File: src/rtl/mips_cpu_pkg.sv
// mips_cpu_pkg: shared types and constants for the MIPS core front end
package mips_cpu_pkg;
   typedef enum logic [1:0] {RUN, PENDING, HALTED} pc_state_t;
   localparam logic [31:0] RESET_VECTOR_DEFAULT = 32'hBFC00000;
   localparam int INSTR_BYTES = 4;
   localparam logic [31:0] HALT_ADDR = 32'h0;
endpackage

File: src/rtl/pc_sequencer.sv
// pc_sequencer: fetch PC register with branch delay slot, exception redirect and halt-at-zero
module pc_sequencer
   import mips_cpu_pkg::*;
#(
   parameter int WIDTH = 32,
   parameter logic [WIDTH-1:0] RESET_VECTOR = WIDTH'(RESET_VECTOR_DEFAULT),
   parameter int INSTR_BYTES = mips_cpu_pkg::INSTR_BYTES,
   parameter logic [WIDTH-1:0] HALT_ADDR = WIDTH'(mips_cpu_pkg::HALT_ADDR)
) (
   input  logic             clk,
   input  logic             reset,
   input  logic             clk_enable,
   input  logic             stall,
   input  logic             branch_valid,
   input  logic [WIDTH-1:0] branch_target,
   input  logic             exc_valid,
   input  logic [WIDTH-1:0] exc_target,
   output logic [WIDTH-1:0] pc,
   output logic             in_delay_slot,
   output logic             active,
   output logic             misaligned
);
   pc_state_t state;
   logic [WIDTH-1:0] target_q;
   logic [WIDTH-1:0] pc_inc;
   logic [WIDTH-1:0] pc_next;
   logic advance;
   logic take_branch;
   logic halt_next;
   logic mis_next;
   // next-pc selection: exception first, then pending redirect, else sequential
   always_comb begin
      advance     = clk_enable && !stall && state != HALTED;
      pc_inc      = pc + WIDTH'(INSTR_BYTES);
      take_branch = state == RUN && branch_valid && !exc_valid;
      pc_next     = exc_valid ? exc_target : (state == PENDING) ? target_q : pc_inc;
      halt_next   = pc_next == HALT_ADDR;
      mis_next    = pc_next[1:0] != 2'b00;
   end
   // single registered update of pc, state and status outputs on each advance
   always_ff @(posedge clk) begin
      if (reset) begin
         pc            <= RESET_VECTOR;
         state         <= RUN;
         target_q      <= '0;
         in_delay_slot <= 1'b0;
         active        <= 1'b1;
         misaligned    <= 1'b0;
      end else if (advance) begin
         pc            <= pc_next;
         state         <= halt_next ? HALTED : take_branch ? PENDING : RUN;
         in_delay_slot <= take_branch && !halt_next;
         active        <= !halt_next;
         misaligned    <= exc_valid ? mis_next : (misaligned || mis_next);
         if (take_branch) target_q <= branch_target;
      end
   end
endmodule

File: config.mk
export PLATFORM = sky130hd
export DESIGN_NAME = pc_sequencer
export DESIGN_NICKNAME = d
export VERILOG_FILES = /design/src/rtl/mips_cpu_pkg.sv /design/src/rtl/pc_sequencer.sv
export SDC_FILE = /design/constraint.sdc
export NUM_CORES = 1
export LEC_CHECK = 0
export BUFFER_PORTS_ARGS = -buffer_cell sky130_fd_sc_hd__buf_2
export CORE_UTILIZATION = 40
export DETAILED_ROUTE_END_ITERATION = 12
export SYNTH_ARGS = -nofsm -noshare
export SYNTH_HDL_FRONTEND = slang
export SYNTH_SLANG_ARGS = --single-unit
File: constraint.sdc
create_clock -name clk -period 2.92 [get_ports clk]
set_input_delay 0.292 -clock clk [delete_from_list [all_inputs] [get_ports clk]]
set_output_delay 0.292 -clock clk [all_outputs]
set_load 0.1 [all_outputs]
==> run metrics, run 1 <==
status finished clean; Clock Sinks 68; CTS clk-pin slew, worst paths about 0.09 ns; Synth Cell Area 0.00389 mm2; Slowest cell on crit path or4_4; crit end category flip-flop; Rel. slew slack a little under two fifths; Setup Total Neg Slack 0 ns; Fin. Hold Viols 0; Via density around 5.6; Syn Area/Cell roughly 7.2 um2; crit-path leading delay family simple AND/OR/NAND/NOR gates; top post-synthesis cells by area dfxtp_1 (35%), nand2_1 (12%), a21oi_1 (6.6%); # rows 35; final period utilization 94.3%; Port Buf Inserts roughly 100; vias in the first global route roughly 4.0k; Overall Global Routing Usage between 20% and 30%; hold_sp branch_target[7]; RSZ-0062 raised after global routing false; Int Pwr between 1500 and 2000 uW; CP startpoint pc[12]; commonest cells in the netlist nand2_1 (127), dfxtp_1 (68), a21oi_1 (51); Critical Path Max Stage Delay approximately 0.64 ns; # diodes 0; Max Clk Rate ~0.36 GHz; Arr. time, crit path a little under 3 ns; Logic pwr share 22.8%; Core ar. 0.00933 mm2; most frequent cell after synthesis nand2_1; gpl congestion between 0.9 and 1; share of cells above drive strength 1 27.5%; Async SR Flop Fraction 0%; full die area 0.0101 mm2; DRC 0; fin nets 703; FF-to-FF Start pc[12]; Worst VDD drop approximately 0.26 mV; routed len/inst 16.5 um; largest net degree at the start of global routing 45; Via Count ~4.3k; Syn Inst Count between 500 and 600; Reg area about 0.0014 mm2; Setup Viol. Count Final 0; GR Overflow Total 0; min cycle time layout about 2.8 ns; Max H-tree Level 3; total CTS buffers 9; Critical Path RT between 3 and 4 ns; #FFs+latches synth 68; WP buf/inv 0; Die H 101 um; 1st-pass router iterations 5; I/O pin count ~110; dpl cells 750; max_cap viols 0; pwr dens between 400 and 500 mW/mm2; DRT iter0 DRCs around 270; final count of pins violating max slew 0; Filler cells 943; number of synthesized flops with an enable pin 0; Layout Area Growth over Synthesis 24.4%; detailed placement HPWL a little over 9 mm; Root Driver clkbuf_8; Starting Density around two fifths; final hold slack about 0.18 ns; DRT Wirelength 12.7 mm; sequential power share a little over two fifths; synth unique cells 56; Setup crit start kind flip-flop; Yosys top cell by area dfxtp_1; Crit path top cell by count nand3_1; Worst Max-Slew Pin Slew approximately 0.94 ns; share of the synthesized area in the top cell type about a third; Syn. warnings 0; P_leak 0.00191 uW; sequential area share after synthesis 35.0%; Net Count, Synth about 600; area of the multi-input gates 0.00237 mm2; Post-Layout Cell Count about 770; crit-path max FO 8; Post-DRT Antenna Nets 0; NetSw 840 uW; worst skew pair latency between 0.3 and 0.4 ns; initial antenna violation count 0; die width between 100 and 150 um; switching share of power about a third; Cell Chain, Critical Path nand4_2 > or4_4 > o311ai_1 > nand3_1 > a2111o_1 > nor4_2 > nand3_1 > o21a_1; CTS tree built; Setup Skew 0.0155 ns; Clock Power Share between 30% and 40%; Clock Path Buffers 2; Post-synth top flop dfxtp_1; Setup CP Type reg2reg; global-route wire length before repair around 20 mm; Hold Crit Class in2reg
[flip-flops by register name, indices dropped and copies added, names as in the netlist]
name	count
pc	32
active	1
misaligned	1
state	2
target_q	32
[cells in the final DEF, fill, tap and decap left out, types with 5 or more instances in the layout]
| master | count |
|---|---|
| a211oi_1 | 12 |
| a21oi_1 | 50 |
| and3_1 | 11 |
| buf_2 | 104 |
| buf_4 | 21 |
| clkbuf_8 | 11 |
| dfxtp_1 | 50 |
| dfxtp_2 | 14 |
| inv_1 | 7 |
| mux2i_1 | 5 |
| nand2_1 | 127 |
| nand2b_1 | 6 |
| nand3_1 | 19 |
| nand3b_1 | 7 |
| nand4_1 | 12 |
| nor2_1 | 34 |
| nor3_1 | 23 |
| nor4_1 | 8 |
| o211ai_1 | 6 |
| o21ai_0 | 20 |
| or4_1 | 6 |
| xnor2_1 | 6 |
| xor2_1 | 8 |
[routing by layer]
| layer | routed length [um] | global-route usage, % | vias to the layer above |
|---|---|---|---|
| li1 | - | - | 2114 |
| met2 | 5590 | 39.0 | 185 |
| met3 | 970 | 4.30 | 22 |
| met5 | 0 | 0 | - |
| met4 | 250 | 9.92 | 0 |
| met1 | 5850 | 36.7 | 1949 |
[worst paths after layout]
check / slack, ns / endpoint / cells past startpoint
min reg2reg: 0.46 / target_q[7] / 2
max: 0.17 / state[0] / 8
min: 0.18 / target_q[7] / 3
max reg2reg: 0.17 / state[0] / 8
[worst min-delay path, stage by stage]
cell     delay [ns]
buf_2          0.09
nand2_1        0.04
a21oi_1        0.05
[power by group through the flow]
stage | clock network (uW) | registers (uW) | logic, uW
6_report | 831 | 1020 | 546
5_1_grt | 897 | 1030 | 584
4_1_cts | 850 | 1020 | 543
3_5_place_dp | 0 | 1040 | 541
3_3_place_gp | 0 | 1040 | 543
2_1_floorplan | 0 | 1230 | 202
[timing repair]
action | CTS | global route
setup buffers | 0 | 0
setup endpoints to repair | 0 | 3
gates resized for setup | 0 | 2
hold buffers | 0 | 0
[layout make-up]
type	instances	area share, %
clock buffer	11	3.13
inverter	7	0.543
tap	129	3.33
sequential	68	28.8
timing repair buffer	125	14.0
clock inverter	5	1.21
multi-input combinational	421	49.0
[cells by family after synthesis]
group / count (synthesis) / share of synthesized area, %
AND/OR/NAND/NOR: 275 / 34.1
AO/OA/AOI/OAI: 126 / 21.1
flip-flops: 68 / 35.0
buffers and inverters: 51 / 5.08
XOR/XNOR: 14 / 3.15
multiplexers: 5 / 1.29
adder cells (fa/ha/maj): 1 / 0.321
[stage by stage]
stage	util (%)	total power, uW	setup slack [ns]	instance area, um2
detailed placement	49.5	1580	0.125	4620
CTS	51.8	2410	0.0516	4830
finish	51.9	2400	0.168	4840
global placement	49.5	1580	0.224	4620
floorplan	-	1440	0.0139	3930
global route	51.9	2510	0.0181	4840
(Power assumes the default switching activity.)
==> run 2: changes to the inputs <==
--- a/config.mk
+++ b/config.mk
@@ -8,6 +8,8 @@
 export BUFFER_PORTS_ARGS = -buffer_cell sky130_fd_sc_hd__buf_2
 export CORE_UTILIZATION = 40
 export DETAILED_ROUTE_END_ITERATION = 12
+export HOLD_SLACK_MARGIN = 0.15
+export RECOVER_POWER = 100
 export SYNTH_ARGS = -nofsm -noshare
 export SYNTH_HDL_FRONTEND = slang
 export SYNTH_SLANG_ARGS = --single-unit
==> run 2 against run 1 <==
First-iteration DRC count down 9.1%. Total power down 0.32%. Final area down 1.1%. Critical endpoint unchanged. Critical path type unchanged. Global-route usage unchanged. Non-clock buffer count unchanged. Combinational power down 2%. Sequential share of layout area up 0.31 points. Via count up 0.33%. Cell count unchanged. Largest cell class unchanged. Clock skew down 0.00054 ns. Die area unchanged.
==> run metrics, run 2 (synthesis gave the netlist of run 1 again) <==
status finished clean; fin nets around 700; Hold Crit Class in2reg; I/O pin count about 110; Arr. time, crit path between 2 and 3 ns; Slowest cell on crit path or4_4; Root Driver clkbuf_8; Filler cells roughly 980; Critical Path Max Stage Delay around 0.64 ns; CTS clk-pin slew, worst paths 0.09 ns; DRT Wirelength approximately 13 mm; Setup Skew 0.0150 ns; RSZ-0062 raised after global routing false; DRC 0; Max H-tree Level 3; routed len/inst between 15 and 20 um; Max Clk Rate 0.363 GHz; min cycle time layout about 2.8 ns; area of the multi-input gates 0.00237 mm2; final count of pins violating max slew 0; crit end category flip-flop; Post-DRT Antenna Nets 0; Reg area 0.00139 mm2; gpl congestion ~0.9; DRT iter0 DRCs between 200 and 250; Clock Sinks 68; 1st-pass router iterations 5; setup bufs post-CTS 0; Via Count around 4.3k; Cell Chain, Critical Path nand4_2 > or4_4 > o311ai_1 > nand3_1 > a2111o_1 > nor4_2 > nand3_1 > o21a_1; full die area between 0.01 and 0.015 mm2; dpl cells 750; Via density ~5.6; Setup Viol. Count Final 0; Overall Global Routing Usage 25.8%; Crit path top cell by count nand3_1; commonest cells after routing, fill and taps aside nand2_1 (127), buf_2 (68), dfxtp_1 (51), a21oi_1 (50), clkbuf_1 (37); Starting Density approximately two fifths; Layout Area Growth over Synthesis 23.0%; worst skew pair latency about 0.35 ns; Core ar. slightly above 0.009 mm2; Post-Layout Cell Count 766; P_leak ~0.0018 uW; Clock Path Buffers 2; # rows 35; max_cap viols 0; final period utilization between 90% and 100%; largest net degree at the start of global routing 45; detailed placement HPWL roughly 9.2 mm; Die H slightly above 100 um; commonest non-fill, non-tap cell in the layout nand2_1; final hold slack about 0.18 ns; total CTS buffers 9; Setup Total Neg Slack 0 ns; Setup CP Type reg2reg; Critical Path RT about 3.2 ns; # diodes 0; largest registers in the final layout pc: 32 flops, target_q: 32 flops, state: 2 flops; share of cells above drive strength 1 a little over a fifth; pwr dens around 500 mW/mm2; global-route wire length before repair a little over 20 mm; GR Overflow Total 0; initial antenna violation count 0; vias in the first global route approximately 4.0k; Setup crit start kind flip-flop; Port Buf Inserts roughly 100; Worst Max-Slew Pin Slew 1.19 ns; CTS tree built; crit-path max FO 8; Rel. slew slack between 20% and 30%; Worst VDD drop between 0.2 and 0.3 mV; Fin. Hold Viols 0; die width approximately 100 um
## run 2: cell types whose count changed in the layout (fill, tap and decap cells not counted)
cell / previous run / this run
dfxtp_2: 14 / 13
clkbuf_2: 0 / 2
clkbuf_1: 0 / 37
buf_4: 21 / 18
o21ai_0: 20 / 21
buf_2: 104 / 68
dfxtp_1: 50 / 51
o21ai_1: 2 / 1
## run 2: report_power, final
| part | internal (uW) | leakage, uW | switching, uW | total, uW |
|---|---|---|---|---|
| registers | 967 | 0.000563 | 55.4 | 1020 |
| clock network | 443 | 0.000102 | 389 | 832 |
| logic | 140 | 0.00112 | 397 | 537 |
| total | 1550 | 0.00179 | 842 | 2390 |
## run 2: final timing paths
path | from | end | slack (ns) | cells after the start
worst max register to register | pc[12] | state[0] | 0.17 | 8
worst min-delay path | branch_target[24] | target_q[24] | 0.18 | 3
worst max-delay path | pc[12] | state[0] | 0.17 | 8
worst min register to register | target_q[23] | target_q[23] | 0.46 | 2
## run 2: final cells by class
cell class	instances	area share, %
flip-flops and latches	68	29.1
multi-input cells	421	49.5
clock buffers	11	3.16
well taps	129	3.37
clock inverters	5	1.23
inverters	7	0.549
repair buffers	125	13.0
## run 2: timing repair
action,4_1_cts,5_1_grt
hold buffers,0,0
setup endpoints to repair,0,3
gates resized for setup,0,2
## run 2: routing by layer
metal,GRT usage [%],up-vias,wire length (um)
met4,9.92,0,246
li1,-,2118,-
met3,4.30,21,1010
met5,0,-,0
met2,39.0,197,5600
met1,36.7,1948,5800
## run 2: critical path, delay by kind of cell (launching register included)
| family | cells | cell delay [ns] |
|---|---|---|
| simple gates | 5 | 1.35 |
| compound gates | 3 | 0.88 |
| flops | 1 | 0.40 |
## run 2: stage by stage
stage | power (uW) | worst slack (ns) | utilization [%] | area, um2
finish | 2390 | 0.168 | 51.3 | 4790
detailed placement | 1580 | 0.125 | 49.5 | 4620
floorplan | 1440 | 0.0139 | - | 3930
global route | 2500 | 0.0179 | 51.3 | 4790
global placement | 1580 | 0.224 | 49.5 | 4620
CTS | 2410 | 0.0516 | 51.8 | 4830
